[config.mk]
export PLATFORM = sky130hd
export DESIGN_NAME = seq_detector_param
export DESIGN_NICKNAME = d
export VERILOG_FILES = /design/src/rtl/seq_detector_param.sv
export SDC_FILE = /design/constraint.sdc
export NUM_CORES = 1
export LEC_CHECK = 0
export ABC_AREA = 1
export CAP_MARGIN = 20
export CORE_AREA = 2 2 39 41
export DETAILED_ROUTE_END_ITERATION = 8
export DIE_AREA = 0 0 41 43
export PLACE_DENSITY_LB_ADDON = 0.25
export SYNTH_ARGS = -nofsm -noshare
export SYNTH_HDL_FRONTEND = slang
export SYNTH_SLANG_ARGS = --single-unit
export TNS_END_PERCENT = 5
[constraint.sdc]
create_clock -name clk -period 1.4 [get_ports clk]
set_input_delay 0.42 -clock clk [delete_from_list [all_inputs] [get_ports clk]]
set_output_delay 0.42 -clock clk [all_outputs]
set_load 0.05 [all_outputs]
[src/rtl/seq_detector_param.sv]
// seq_detector_param: parametrised Mealy serial-pattern detector.
// The pattern is reloadable at run time, and overlapping or non-overlapping
// detection is chosen each cycle. out is a combinational same-cycle strobe.
// Optional feature macro: SEQDET_COUNT_EN adds a saturating match counter
// on the match_count port.
module seq_detector_param #(
  parameter int               PAT_W   = 3,
  parameter logic [PAT_W-1:0] PAT_RST = 3'b101,
  parameter int               CNT_W   = 8
) (
  input  logic             clk,
  input  logic             rst,
  input  logic             in_valid,
  input  logic             in,
  input  logic             overlap_en,
  input  logic             pat_load,
  input  logic [PAT_W-1:0] pat_in,
  output logic             out
`ifdef SEQDET_COUNT_EN
  ,
  output logic [CNT_W-1:0] match_count
`endif
);

  localparam int                FILL_W = $clog2(PAT_W);
  localparam logic [FILL_W-1:0] FULL   = FILL_W'(PAT_W - 1);

  logic [PAT_W-1:0]  pat, pat_nxt;
  logic [PAT_W-2:0]  hist, hist_nxt;
  logic [FILL_W-1:0] fill, fill_nxt;
  logic [PAT_W-1:0]  window;
  logic              accept;
  logic              armed;
  logic              match;

  // The candidate window is the held history plus the bit on the line now.
  // A pattern load in the same cycle discards the bit.
  assign window = {hist, in};
  assign accept = in_valid & ~pat_load;
  assign armed  = (fill == FULL);
  assign match  = accept & armed & (window == pat);

  // State register: pattern, history and fill level (fill is the FSM state).
  always_ff @(posedge clk or posedge rst) begin
    if (rst) begin
      pat  <= PAT_RST;
      hist <= '0;
      fill <= '0;
    end else begin
      pat  <= pat_nxt;
      hist <= hist_nxt;
      fill <= fill_nxt;
    end
  end

  // Next state: a load restarts filling; a non-overlap match consumes the window.
  always_comb begin
    pat_nxt  = pat;
    hist_nxt = hist;
    fill_nxt = fill;
    if (pat_load) begin
      pat_nxt  = pat_in;
      hist_nxt = '0;
      fill_nxt = '0;
    end else if (in_valid) begin
      if (match && !overlap_en) begin
        hist_nxt = '0;
        fill_nxt = '0;
      end else begin
        hist_nxt = window[PAT_W-2:0];
        if (!armed) fill_nxt = fill + FILL_W'(1);
      end
    end
  end

  // Output: Mealy strobe, asserted in the cycle of the final pattern bit.
  always_comb begin
    out = match;
  end

`ifdef SEQDET_COUNT_EN
  function automatic logic [CNT_W-1:0] sat_inc(input logic [CNT_W-1:0] c);
    return (&c) ? c : c + CNT_W'(1);
  endfunction

  // Match counter: saturates at all-ones; only reset clears it.
  always_ff @(posedge clk or posedge rst) begin
    if (rst) match_count <= '0;
    else if (out) match_count <= sat_inc(match_count);
  end
`endif

endmodule

==> results.ini, run 1 <==
[die]
placementRows=14
dieWidth_um=41
start_util_pct=33.3
dieArea_sq_um=1760
core_area_sq_um=1380
die_y_um=43
ios=10

[worst_setup_path]
crit_path_max_fanout=2
critPathLaunchType=register
crit_family=flip-flops
max_stage_delay_ps=530
cp-end-kind=primary output
cp.required_ps=980
path_cells=inv_2 > nand2_2 > nand2_4 > nor4_4 > buf_12
crit_slowest_cell=dfstp_2
critical_path_arrival_ps=1420
crit_buf_inv=2
worst-setup-path-type=register to primary output

[sta]
maxSlewHeadroom_pct=82.9
drv_slew=0
hold_viol_final=0
fin_crit_sh_pct=131
whs_ps=399
period_minus_slack_ps=1840
fmaxAchievable_mhz=544
rsz0062_at_grt=yes
finClkSkew_ps=4.43
finalSetupViolations=3
final.setup.tns_ps=-537
worstMarginPinSlew_ps=254
postLayoutSetupSlackWorst_ps=-437

[yosys]
muxShareOfSynthArea_pct=0
yosysSeqAreaShare_pct=38.6
netlist_instances=59
yosys.area_share.simple_pct=42.1
synthesis.nets=69
syn_avg_cell_area_sq_um=7.80
ys_ff_latch=7
synth-xor-area-share_pct=0
syn_area_sq_um=460
synth_area_leader_cell=dfrtp_1
synth_compound_area_share_pct=3.26
synth_top_family_by_area=simple AND/OR/NAND/NOR gates
synth_top_area_share_pct=27.2
ys_warn_count=0
yosysUniqueCellTypes=14
synth_area_leaders=dfrtp_1, nand2_1, dfstp_2
synth_adder_area_share_pct=2.72

[cts]
cts_buffer_depth=2
h-tree-depth=1
cts_made_buffers=3
clk_latency_ps=240
clockRootBuffer=clkbuf_4
cts_tree=yes
cts.sinks=7
clkTransAtPathRegs_ps=50

[pwr]
ir_worst_vdd_v=0.000643
p_clk_share_pct=26.2
switchingPower_mw=0.201
leakage_nw=0.361
pwr_density_cell_nw_per_um2=911
switching_share_pct=29.9
power.internal_mw=0.471
seq_power_share_pct=38.1
combPwrFrac_pct=35.8

[detailed_routing]
num_vias=429
routed_wl_um=881
firstDrtPassIters=4
wl_per_cell_um=8.72
post-route-drc-count=0
dr.first_iter.drc_count=4
ant_nets=0
viasPerCell=4.25

[placed_design]
placed_cell_area_sq_um=677
dp_hpwl_um=705
place_congestion=0.775
port_buffers=9
pre_cts_ws_ps=-601

[layout]
layout_commonest_cell=nand2_1
n_antenna_cell=0
postLayoutCoreUtil_pct=53.3
fillers=151
layout.nets=96
areaGrowthSynthToFinish_pct=60.1
drive_gt1_share_pct=42.4
design_area_sq_um=737
final_cell_mix=nand2_1, buf_4, inv_1

[global_route]
overflow=0
grt_antenna_before_repair=0
grt_max_degree=10
grt_pass1_vias=410
use_met1_pct=15.2
grt_use_total_pct=12.6
grtUsageMet3_pct=1.57
grt_most_used_layer=met2
use_met2_pct=19.7
grt_pass1_wl_um=1480

[status]
status=finished with violations
violations=setup timing

[worst_hold_path]
hold_class=input pin to async pin

[run]
max_cap_violations=0

## repair_timing
action / CTS / global route
setup endpoints to repair: 5 / 5
hold buffers: 0 / 0
gates cloned: 0 / 0
gates resized for setup: 5 / 5
pin swaps: 5 / 5
buffers inserted: 2 / 0
hold endpoints to repair: 0 / 0
## logic make-up (layout without fill, tap and decap cells)
group           Yosys count  after routing
simple gates             35             35
flops                     7              7
compound gates            3              3
fa+ha+maj                 1              1
buf+inv                  13             39
## flip-flops by register name, summed over array words and instances, names as in the netlist
name  count
hist      2
fill      2
pat       3
## cell type report
cell class	instances	area [sq um]	share of cell area (%)
Sequential cell	7	178	24.1
Timing Repair Buffer	23	201	27.3
Clock buffer	4	26.3	3.57
Inverter	12	50.0	6.79
Multi-Input combinational cell	39	262	35.5
Tap cell	16	20.0	2.72
## synthesized netlist by cell type
library cell and number:
nand3_4 2, nor2_1 3, o21ai_0 3, nor4_1 1, dfstp_2 2, nand2_1 20
ha_1 1, inv_6 1, nand4_1 4, nor2_4 2, buf_6 1, nand2_2 3
dfrtp_1 5, inv_1 11
## metrics by stage
step | cells | power [mW]
after floorplan | 59 | 0.374
after global placement | 95 | 0.463
after detailed placement | 95 | 0.467
after CTS | 101 | 0.656
after global routing | 101 | 0.721
final | 101 | 0.671
## layer usage
layer / part of all wire [%] / routed length [um] / up-vias
met5: 0 / 0 / -
li1: - / - / 234
met4: 1.6 / 14 / 0
met2: 52 / 454 / 6
met1: 44 / 385 / 187
met3: 3.1 / 27 / 2
## power by group through the flow
stage	registers [mW]	clock network, mW	logic [mW]
finish	0.255	0.176	0.240
global route	0.260	0.194	0.266
CTS	0.248	0.185	0.224
detailed placement	0.251	0	0.216
global placement	0.250	0	0.214
floorplan	0.250	0	0.124
## worst paths after layout
path                            to    from  slack [ps]  cells past startpoint
setup / recovery               out  pat[2]        -440                      5
hold / removal             hist[1]     rst         400                      2
setup reg to reg           fill[1]  pat[2]         -50                     11
hold reg to reg             pat[2]  pat[2]         490                      2
max in group asynchronous   pat[2]     rst         730                      2
min in group clk            pat[2]  pat[2]         490                      2
Power figures use the tool's default switching activity.
==> run 2, diff against run 1 <==
==> constraint.sdc (replaced) <==
create_clock -name clk -period 2.09 [get_ports clk]
set_input_delay 0.627 -clock clk [delete_from_list [all_inputs] [get_ports clk]]
set_output_delay 0.627 -clock clk [all_outputs]
set_load 0.05 [all_outputs]
==> results.ini, run 2 (synthesis results as in run 1) <==
[global_route]
overflow=0
grt_pass1_wl_um=1660
grt_use_total_pct=14.2
grt_pass1_vias=437
grt_max_degree=10
grt_antenna_before_repair=0

[layout]
final_cell_mix=nand2_1, inv_1, buf_4, dfrtp_1, clkdlybuf4s50_1
multi_input_area_sq_um=256
largestRegisters=pat x3, fill x2, hist x2
postLayoutCoreUtil_pct=49.2
regMostFlops=pat
areaGrowthSynthToFinish_pct=47.8
largest_reg_flops=3
register_area_sq_um=178
fillers=142
layout.nets=90
layout_commonest_cell=nand2_1
drive_gt1_share_pct=39.2
n_antenna_cell=0
fin_cells=95

[sta]
rsz0062_at_grt=yes
drv_slew=0
fmaxAchievable_mhz=484
finalSetupViolations=0
maxSlewHeadroom_pct=81.8
whs_ps=484
hold_viol_final=0
worstMarginPinSlew_ps=271
fin_crit_sh_pct=98.8
finClkSkew_ps=3.88
period_minus_slack_ps=2070

[status]
status=finished, final reports clean

[placed_design]
place_congestion=0.781
port_buffers=9
dp_hpwl_um=763
place_inst=87

[worst_hold_path]
hold_path_startpoint=fill[1]
hold_class=register to register

[cts]
cts_buffer_depth=2
postCtsHoldBufs=0
clk_latency_ps=250
cts.sinks=7
clockRootBuffer=clkbuf_4
h-tree-depth=1
clkTransAtPathRegs_ps=50
cts_made_buffers=3
cts_tree=yes

[pwr]
p_total_mw=0.425
ir_worst_vdd_v=0.000278
leakage_nw=0.330
pwr_density_cell_nw_per_um2=625

[die]
die_y_um=43
start_util_pct=33.3
core_area_sq_um=1380
dieArea_sq_um=1760
dieWidth_um=41
ios=10
placementRows=14

[detailed_routing]
num_vias=410
wl_per_cell_um=9.64
viasPerCell=4.32
post-route-drc-count=0
ant_nets=0
firstDrtPassIters=3
dr.first_iter.drc_count=4
routed_wl_um=916

[worst_setup_path]
critPathLaunch=pat[2]
critPathLaunchType=register
r2r_start=fill[0]
cp.required_ps=1460
worst-setup-path-type=register to primary output
cp-end-kind=primary output
r2r_slack_ps=700
critical_path_arrival_ps=1440
crit_path_max_fanout=2

[run]
max_cap_violations=0

run 2: what timing repair did:
action / in CTS / in global routing
pin swaps: 3 / 3
resized for setup: 10 / 6
setup buffers: 3 / 1
setup endpoints to repair: 1 / 1
run 2: worst max-delay path: stages, from the launching register on:
cell	delay, ps
dfstp_2	530
inv_2	40
nand2_2	60
nand2_4	60
nor4_4	330
buf_12	180
run 2: final cells by class:
class | count | share of cell area [%]
clock buffers | 4 | 3.86
repair buffers | 17 | 22.1
flip-flops and latches | 7 | 26.1
well taps | 16 | 2.94
inverters | 12 | 7.35
multi-input cells | 39 | 37.7
run 2: report_power, final:
part	total (mW)	switching, mW	internal [mW]
combinational	0.138	0.0715	0.0663
sequential	0.167	0.0106	0.157
clock	0.120	0.0476	0.0727
run 2: worst paths after layout:
kind	to	cells after the start
worst max-delay path	out	5
worst min-delay path	fill[1]	2
worst max register to register	fill[1]	10
worst min register to register	fill[1]	2
max in group asynchronous	pat[2]	2
min in group asynchronous	hist[1]	2
run 2: metal layers:
layer,vias to the layer above,GRT usage [%],routed length [um]
met4,0,10.0,6
met1,181,16.6,386
met5,-,0,0
li1,222,-,-
met2,5,22.5,490
met3,2,1.57,31
run 2: per-stage QoR:
| step | setup TNS [ps] | worst slack (ps) | area [sq um] |
|---|---|---|---|
| floorplan | 0 | 25.8 | 478 |
| global placement | -301 | -301 | 617 |
| detailed placement | -352 | -352 | 617 |
| CTS | -12.0 | -12.0 | 664 |
| global route | -49.2 | -49.2 | 681 |
| finish | 0 | 24.8 | 681 |
